<file path="src/rtl/multdiv_pkg.sv">
// Shared types and constants for the sequential signed multiply/divide unit.
package multdiv_pkg;

  localparam int DATA_WIDTH = 32;
  localparam int ITER_COUNT = 32;
  localparam int CNT_W      = 6;

  typedef enum logic [1:0] {
    ST_IDLE = 2'd0,
    ST_MULT = 2'd1,
    ST_DIV  = 2'd2,
    ST_DONE = 2'd3
  } state_t;

  function automatic logic [DATA_WIDTH-1:0] negate(input logic [DATA_WIDTH-1:0] x);
    return ~x + 1'b1;
  endfunction

  function automatic logic [DATA_WIDTH-1:0] magnitude(input logic [DATA_WIDTH-1:0] x);
    return x[DATA_WIDTH-1] ? negate(x) : x;
  endfunction

endpackage

</file>
<file path="src/rtl/addsub_32bit.sv">
// 32-bit adder with carry-in; subtract inverts b and forces the carry-in high.
module addsub_32bit
  import multdiv_pkg::*;
(
  input  logic [DATA_WIDTH-1:0] a_i,
  input  logic [DATA_WIDTH-1:0] b_i,
  input  logic                  cin_i,
  input  logic                  sub_i,
  output logic [DATA_WIDTH-1:0] sum_o,
  output logic                  cout_o,
  output logic                  ovf_o
);

  logic [DATA_WIDTH-1:0] b_eff;
  logic                  carry_in;

  assign b_eff    = sub_i ? ~b_i : b_i;
  assign carry_in = sub_i | cin_i;
  assign {cout_o, sum_o} = {1'b0, a_i} + {1'b0, b_eff} + {{DATA_WIDTH{1'b0}}, carry_in};
  assign ovf_o = (a_i[DATA_WIDTH-1] == b_eff[DATA_WIDTH-1]) &&
                 (sum_o[DATA_WIDTH-1] != a_i[DATA_WIDTH-1]);

endmodule

</file>
<file path="src/rtl/multdiv_sequencer.sv">
// Sequential signed multiply (radix-2 Booth) and restoring divide sharing one add/sub;
// 32 iterations plus a finalize edge, then a one-cycle ready strobe in DONE.
module multdiv_sequencer
  import multdiv_pkg::*;
(
  input  logic                  clock,
  input  logic                  reset,
  input  logic                  ctrl_MULT,
  input  logic                  ctrl_DIV,
  input  logic [DATA_WIDTH-1:0] data_operandA,
  input  logic [DATA_WIDTH-1:0] data_operandB,
  output logic [DATA_WIDTH-1:0] data_result,
  output logic                  data_exception,
  output logic                  data_resultRDY
);

  state_t                state_q;
  logic [CNT_W-1:0]      count_q;
  logic [DATA_WIDTH-1:0] hi_q, lo_q, m_q, result_q;
  logic                  qm1_q, neg_q, div0_q, exc_q, rdy_q;

  logic [DATA_WIDTH-1:0] as_a, as_sum, div_shift, mult_hi, fin_res;
  logic                  as_sub, as_cout, as_ovf, booth_add, sign_in, fin_exc;

  addsub_32bit u_addsub (
    .a_i    (as_a),
    .b_i    (m_q),
    .cin_i  (1'b0),
    .sub_i  (as_sub),
    .sum_o  (as_sum),
    .cout_o (as_cout),
    .ovf_o  (as_ovf)
  );

  assign div_shift = {hi_q[DATA_WIDTH-2:0], lo_q[DATA_WIDTH-1]};
  assign booth_add = lo_q[0] ^ qm1_q;

  always_comb begin
    as_a   = hi_q;
    as_sub = lo_q[0] & ~qm1_q;
    if (state_q == ST_DIV) begin
      as_a   = div_shift;
      as_sub = 1'b1;
    end
  end

  // An add that overflows 32 bits still has a known true sign for the arithmetic shift.
  assign mult_hi = booth_add ? as_sum : hi_q;
  assign sign_in = booth_add ? (as_sum[DATA_WIDTH-1] ^ as_ovf) : hi_q[DATA_WIDTH-1];

  always_comb begin
    fin_res = lo_q;
    fin_exc = (hi_q != {DATA_WIDTH{lo_q[DATA_WIDTH-1]}});
    if (state_q == ST_DIV) begin
      if (div0_q) begin
        fin_res = '0;
        fin_exc = 1'b1;
      end else begin
        fin_res = neg_q ? negate(lo_q) : lo_q;
        fin_exc = ~neg_q & lo_q[DATA_WIDTH-1];
      end
    end
  end

  always_ff @(posedge clock) begin
    if (reset) begin
      state_q  <= ST_IDLE;
      count_q  <= '0;
      hi_q     <= '0;
      lo_q     <= '0;
      m_q      <= '0;
      qm1_q    <= 1'b0;
      neg_q    <= 1'b0;
      div0_q   <= 1'b0;
      result_q <= '0;
      exc_q    <= 1'b0;
      rdy_q    <= 1'b0;
    end else if (ctrl_MULT || ctrl_DIV) begin
      count_q <= '0;
      hi_q    <= '0;
      qm1_q   <= 1'b0;
      rdy_q   <= 1'b0;
      if (ctrl_MULT) begin
        state_q <= ST_MULT;
        lo_q    <= data_operandB;
        m_q     <= data_operandA;
        neg_q   <= 1'b0;
        div0_q  <= 1'b0;
      end else begin
        state_q <= ST_DIV;
        lo_q    <= magnitude(data_operandA);
        m_q     <= magnitude(data_operandB);
        neg_q   <= data_operandA[DATA_WIDTH-1] ^ data_operandB[DATA_WIDTH-1];
        div0_q  <= (data_operandB == '0);
      end
    end else begin
      case (state_q)
        ST_MULT, ST_DIV: begin
          if (count_q < CNT_W'(ITER_COUNT)) begin
            count_q <= count_q + 1'b1;
            if (state_q == ST_MULT) begin
              hi_q  <= {sign_in, mult_hi[DATA_WIDTH-1:1]};
              lo_q  <= {mult_hi[0], lo_q[DATA_WIDTH-1:1]};
              qm1_q <= lo_q[0];
            end else begin
              hi_q <= as_cout ? as_sum : div_shift;
              lo_q <= {lo_q[DATA_WIDTH-2:0], as_cout};
            end
          end else begin
            result_q <= fin_res;
            exc_q    <= fin_exc;
            rdy_q    <= 1'b1;
            state_q  <= ST_DONE;
          end
        end
        ST_DONE: begin
          rdy_q   <= 1'b0;
          state_q <= ST_IDLE;
        end
        default: begin
          rdy_q   <= 1'b0;
          state_q <= ST_IDLE;
        end
      endcase
    end
  end

  assign data_result    = result_q;
  assign data_exception = exc_q;
  assign data_resultRDY = rdy_q;

endmodule

</file>
<file path="config.mk">
export PLATFORM = sky130hd
export DESIGN_NAME = multdiv_sequencer
export DESIGN_NICKNAME = d
export VERILOG_FILES = /design/src/rtl/multdiv_pkg.sv /design/src/rtl/addsub_32bit.sv /design/src/rtl/multdiv_sequencer.sv
export SDC_FILE = /design/constraint.sdc
export NUM_CORES = 1
export LEC_CHECK = 0
export CAP_MARGIN = 20
export CORE_MARGIN = 3
export CORE_UTILIZATION = 35
export CTS_CLUSTER_DIAMETER = 50
export DETAILED_ROUTE_END_ITERATION = 6
export SLEW_MARGIN = 20
export SYNTH_ARGS = -nofsm -noshare
export SYNTH_HDL_FRONTEND = slang
export SYNTH_SLANG_ARGS = --single-unit
export TNS_END_PERCENT = 50
</file>
<file path="constraint.sdc">
create_clock -name clock -period 8.8 [get_ports clock]
set_clock_uncertainty 0.15 [all_clocks]
set_input_delay 1.76 -clock clock [delete_from_list [all_inputs] [get_ports clock]]
set_output_delay 1.76 -clock clock [all_outputs]
set_load 0.02 [all_outputs]
</file>
==> flow_results.org <==
** Clocking
- Number of buffers inserted for hold repair after clock tree synthesis :: 0
- The number of setup buffers added after CTS is 0.
- Post-cts sizing count :: 0
- Number of clock sinks seen by CTS :: 141
- The H-tree generated during clock tree synthesis spans 4 levels.
- The tree is rooted in a clkbuf_16.
- TritonCTS created 17 clock buffers.
- The later pin in the worst-skew pair is clocked with a latency of 0.43 ns.
- The clock passes through at most 2 buffers.
- Clock-pin slew on the worst setup and hold paths :: 0.06 ns
- TritonCTS built the clock tree.

** Global routing
- GRT overflow :: 0
- First-pass GRT wire length :: 64.3 mm
- The via count of the first global-routing pass is 11700.
- In the global route stage, overall resource usage came out at 0.219.
- Initial antenna violation count :: 0
- Entering global routing, the biggest net connects 81 pins.

** Synth
- Counting distinct cell types in the post-synthesis netlist gives 81.
- Library cell with the largest summed area after synthesis :: dfxtp_1
- Fraction of synthesis flops using an asynchronous set or reset pin :: 0
- Top-area cell type share of the netlist area :: 0.236
- Number of synthesis warnings :: 0
- For this run, the register share of the synthesized area comes to 0.236.
- Flops & latches, synth :: 141
- Synthesis handed over a netlist of 1617 instances.
- Main flop type after synthesis :: dfxtp_1
- The synthesized design contains 0 enable-type register cells.
- Synthesis produced a netlist with a net count of 1725.
- After synthesis the cells add up to 0.0120 mm^2.
- In this run the mean area of a mapped cell was 7.40 um^2.
- Top area cells in the synthesized netlist :: dfxtp_1 (24%), nor2_1 (6.2%), xor2_1 (5.4%), a21oi_1 (5.4%), a211oi_1 (5.4%)

** Worst setup path
- Required time reported for the critical path endpoint :: 8.97 ns
- The worst setup path is captured at a register.
- Along the worst path, the maximum fanout reaches 31.
- Startpoint type of the worst setup path :: register
- Signal arrival time at the worst endpoint :: 5.44 ns
- By startpoint and endpoint, the worst setup path is classified as register to register.

** Placement
- Detailed Place HPWL :: 29.5 mm
- Buffers placed on the I/O ports in this run total 101.
- The placed instances occupy a cell area of 0.0132 mm^2.
- RePlAce Congestion :: 0.931

** Floorplan
- Y dimension of the die :: 191 um
- For this configuration, the core starts out at a cell density of 0.356.
- Pin placement for this block handled 102 I/O pins.
- The floorplan has 67 rows.
- Core area :: 0.0336 mm^2
- X dimension of the die :: 191 um
- Die area :: 0.0364 mm^2

** Final layout
- Share of the core filled with cells :: 0.408
- Sequential standard cell area :: 0.00282 mm^2
- The filler cells instantiated in the layout total 3453.
- Of the cells placed in the final design, the portion with a size suffix greater than 1 is 0.0678.
- Area of the multi-input gates :: 0.00855 mm^2
- Once layout is done, the placed cells without fillers occupy 0.0137 mm^2.
- Synth-to-Final Area Change :: 14.7%
- The repair_antennas step left the layout with diodes totalling 0.
- The net count of the finished layout is 1734.

** Power and ir drop
- The design draws 1890 uW.
- Lkg Pwr :: 0.00496 uW
- VDD sags by at most 0.159 mV.
- Cell area power density :: 138 mW/mm^2

** Route
- For this run, the detailed router's first-pass iteration total came to 5.
- After the first detailed-routing iteration, the DRC count stood at 1179.
- Remaining antenna violation count after routing :: 0
- The routed layout has 12400 vias.
- Dividing the detail-routed via count by the number of cells gives 5.93.
- Sum of routed wire length over all layers :: 40.9 mm
- In the final routed layout, each cell accounts on average for 19.6 um.
- For this run, design rule violations remaining after detail routing come to 0.

** Timing
- For the pin with the worst max-slew slack, the measured transition is 1.12 ns.
- Number of pins with negative max-slew slack in the final report :: 0
- Hold violation total from the final report :: 0
- Total setup violations reported at the end of the flow :: 0
- Period minus WS final :: 5.26 ns
- Final Cycle Share :: 0.598
- Worst rel slew slack :: 0.249
- Setup TNS :: 0 ns
- Static timing analysis puts the maximum clock frequency at 190 MHz.
- Setup repair after global routing left no endpoint under its margin.

** Outcome
- Result of the run :: complete, no violations

** Flow run
- Across the run, the number of max-cap violations was 0.

** Min path
- In this run the worst hold path is classified as register to register.
==> area by class of cell <==
type                       count  area share
clock buffer                  23      0.0341
clock inverter                 8     0.00492
inverter                      27     0.00739
multi-input combinational   1318       0.623
sequential                   141       0.206
tap                          448      0.0408
timing repair buffer         121      0.0839
==> metrics by stage <==
stage	instances	hold slack [ns]	worst slack (ns)
after floorplan	1617	0.286	4.67
after global placement	2055	0.298	3.54
after detailed placement	2055	0.302	3.40
after CTS	2086	0.311	3.61
after global routing	2086	0.344	3.28
final	2086	0.308	3.54
==> path summary, 6_finish.rpt <==
path	startpoint	to	slack (ns)	cells after the start
setup / recovery	state_q[0]	hi_q[15]	3.54	16
hold / removal	qm1_q	qm1_q	0.31	2
setup reg to reg	state_q[0]	hi_q[15]	3.54	16
hold reg to reg	qm1_q	qm1_q	0.31	2
==> cells in the mapped netlist, drive strengths merged (5+ instances only) <==
cell / instances
xor2: 74
o22ai: 13
a211oi: 90
xnor2: 67
nor4: 21
a211o: 5
nand4: 19
o21ai: 116
o211ai: 10
nor3: 45
nor3b: 8
mux2: 28
a21o: 16
o21a: 9
o311ai: 7
and2: 6
a22o: 14
or4: 10
nand3: 48
o41ai: 11
nor2: 197
ha: 39
or3: 10
nand2b: 6
a221oi: 12
nor2b: 9
and3: 11
buf: 32
o31ai: 25
mux2i: 38
clkbuf: 99
o21bai: 6
a21oi: 130
nand2: 129
a22oi: 24
dfxtp: 141
inv: 26
or2: 7
a31oi: 13
==> metal layers <==
| metal | wire length, um | track usage | vias to the layer above |
|---|---|---|---|
| met3 | 2450 | 0.0309 | 74 |
| met2 | 18400 | 0.343 | 416 |
| met4 | 1090 | 0.0689 | 0 |
| met1 | 18900 | 0.310 | 5905 |
| li1 | - | - | 5981 |
| met5 | 0 | 0 | - |
==> power by group <==
part / total, uW / switching, uW / internal [uW]
Sequential: 701 / 37.0 / 664
Clock: 689 / 290 / 399
Combinational: 501 / 312 / 190
==> logic make-up (layout without fill, tap and decap cells) <==
logic type,count (synthesis),after routing,share of synthesized area
and+or+nand+nor,535,535,0.211
DFF,141,141,0.236
xor gates and xnor gates,141,141,0.103
AOI/OAI and AO/OA,536,536,0.298
adders and majority gates,40,40,0.0425
buffers and inverters,158,179,0.0516
muxes,66,66,0.0581
==> flip-flops by register name, summed over array words and instances, names as in the netlist <==
signal	flops
qm1_q	1
count_q	6
hi_q	32
neg_q	1
data_result	32
lo_q	32
div0_q	1
state_q	2
data_exception	1
m_q	32
data_resultRDY	1
==> cells in the final DEF (no fill, tap or decap), types with 22 or more instances in the layout <==
cell type and count:
xnor2_1 67, clkdlybuf4s50_1 98, ha_1 37, xor2_1 74, inv_1 26, nor3_1 42
a21oi_1 129, a22oi_1 24, mux2i_1 38, mux2_2 28, buf_4 22, o31ai_1 24
nand3_1 48, nand2_1 128, dfxtp_1 141, o21ai_0 93, nor2_1 195, a211oi_1 86
==> worst max-delay path, cell delays in order, from the launching register on <==
cell and delay (ns):
dfxtp_1 0.36, inv_1 0.08, ha_2 0.37, nor2_4 0.16
buf_4 0.47, xnor2_1 0.19, fa_1 0.49, a211oi_2 0.45
nor4_4 0.13, o21ai_2 0.32, a21o_1 0.25, a211oi_2 0.09
buf_4 0.21, nor2_1 0.69, buf_4 0.34, o211ai_1 0.11
a32o_1 0.28
Note: power is estimated with default switching activity, not from simulation.
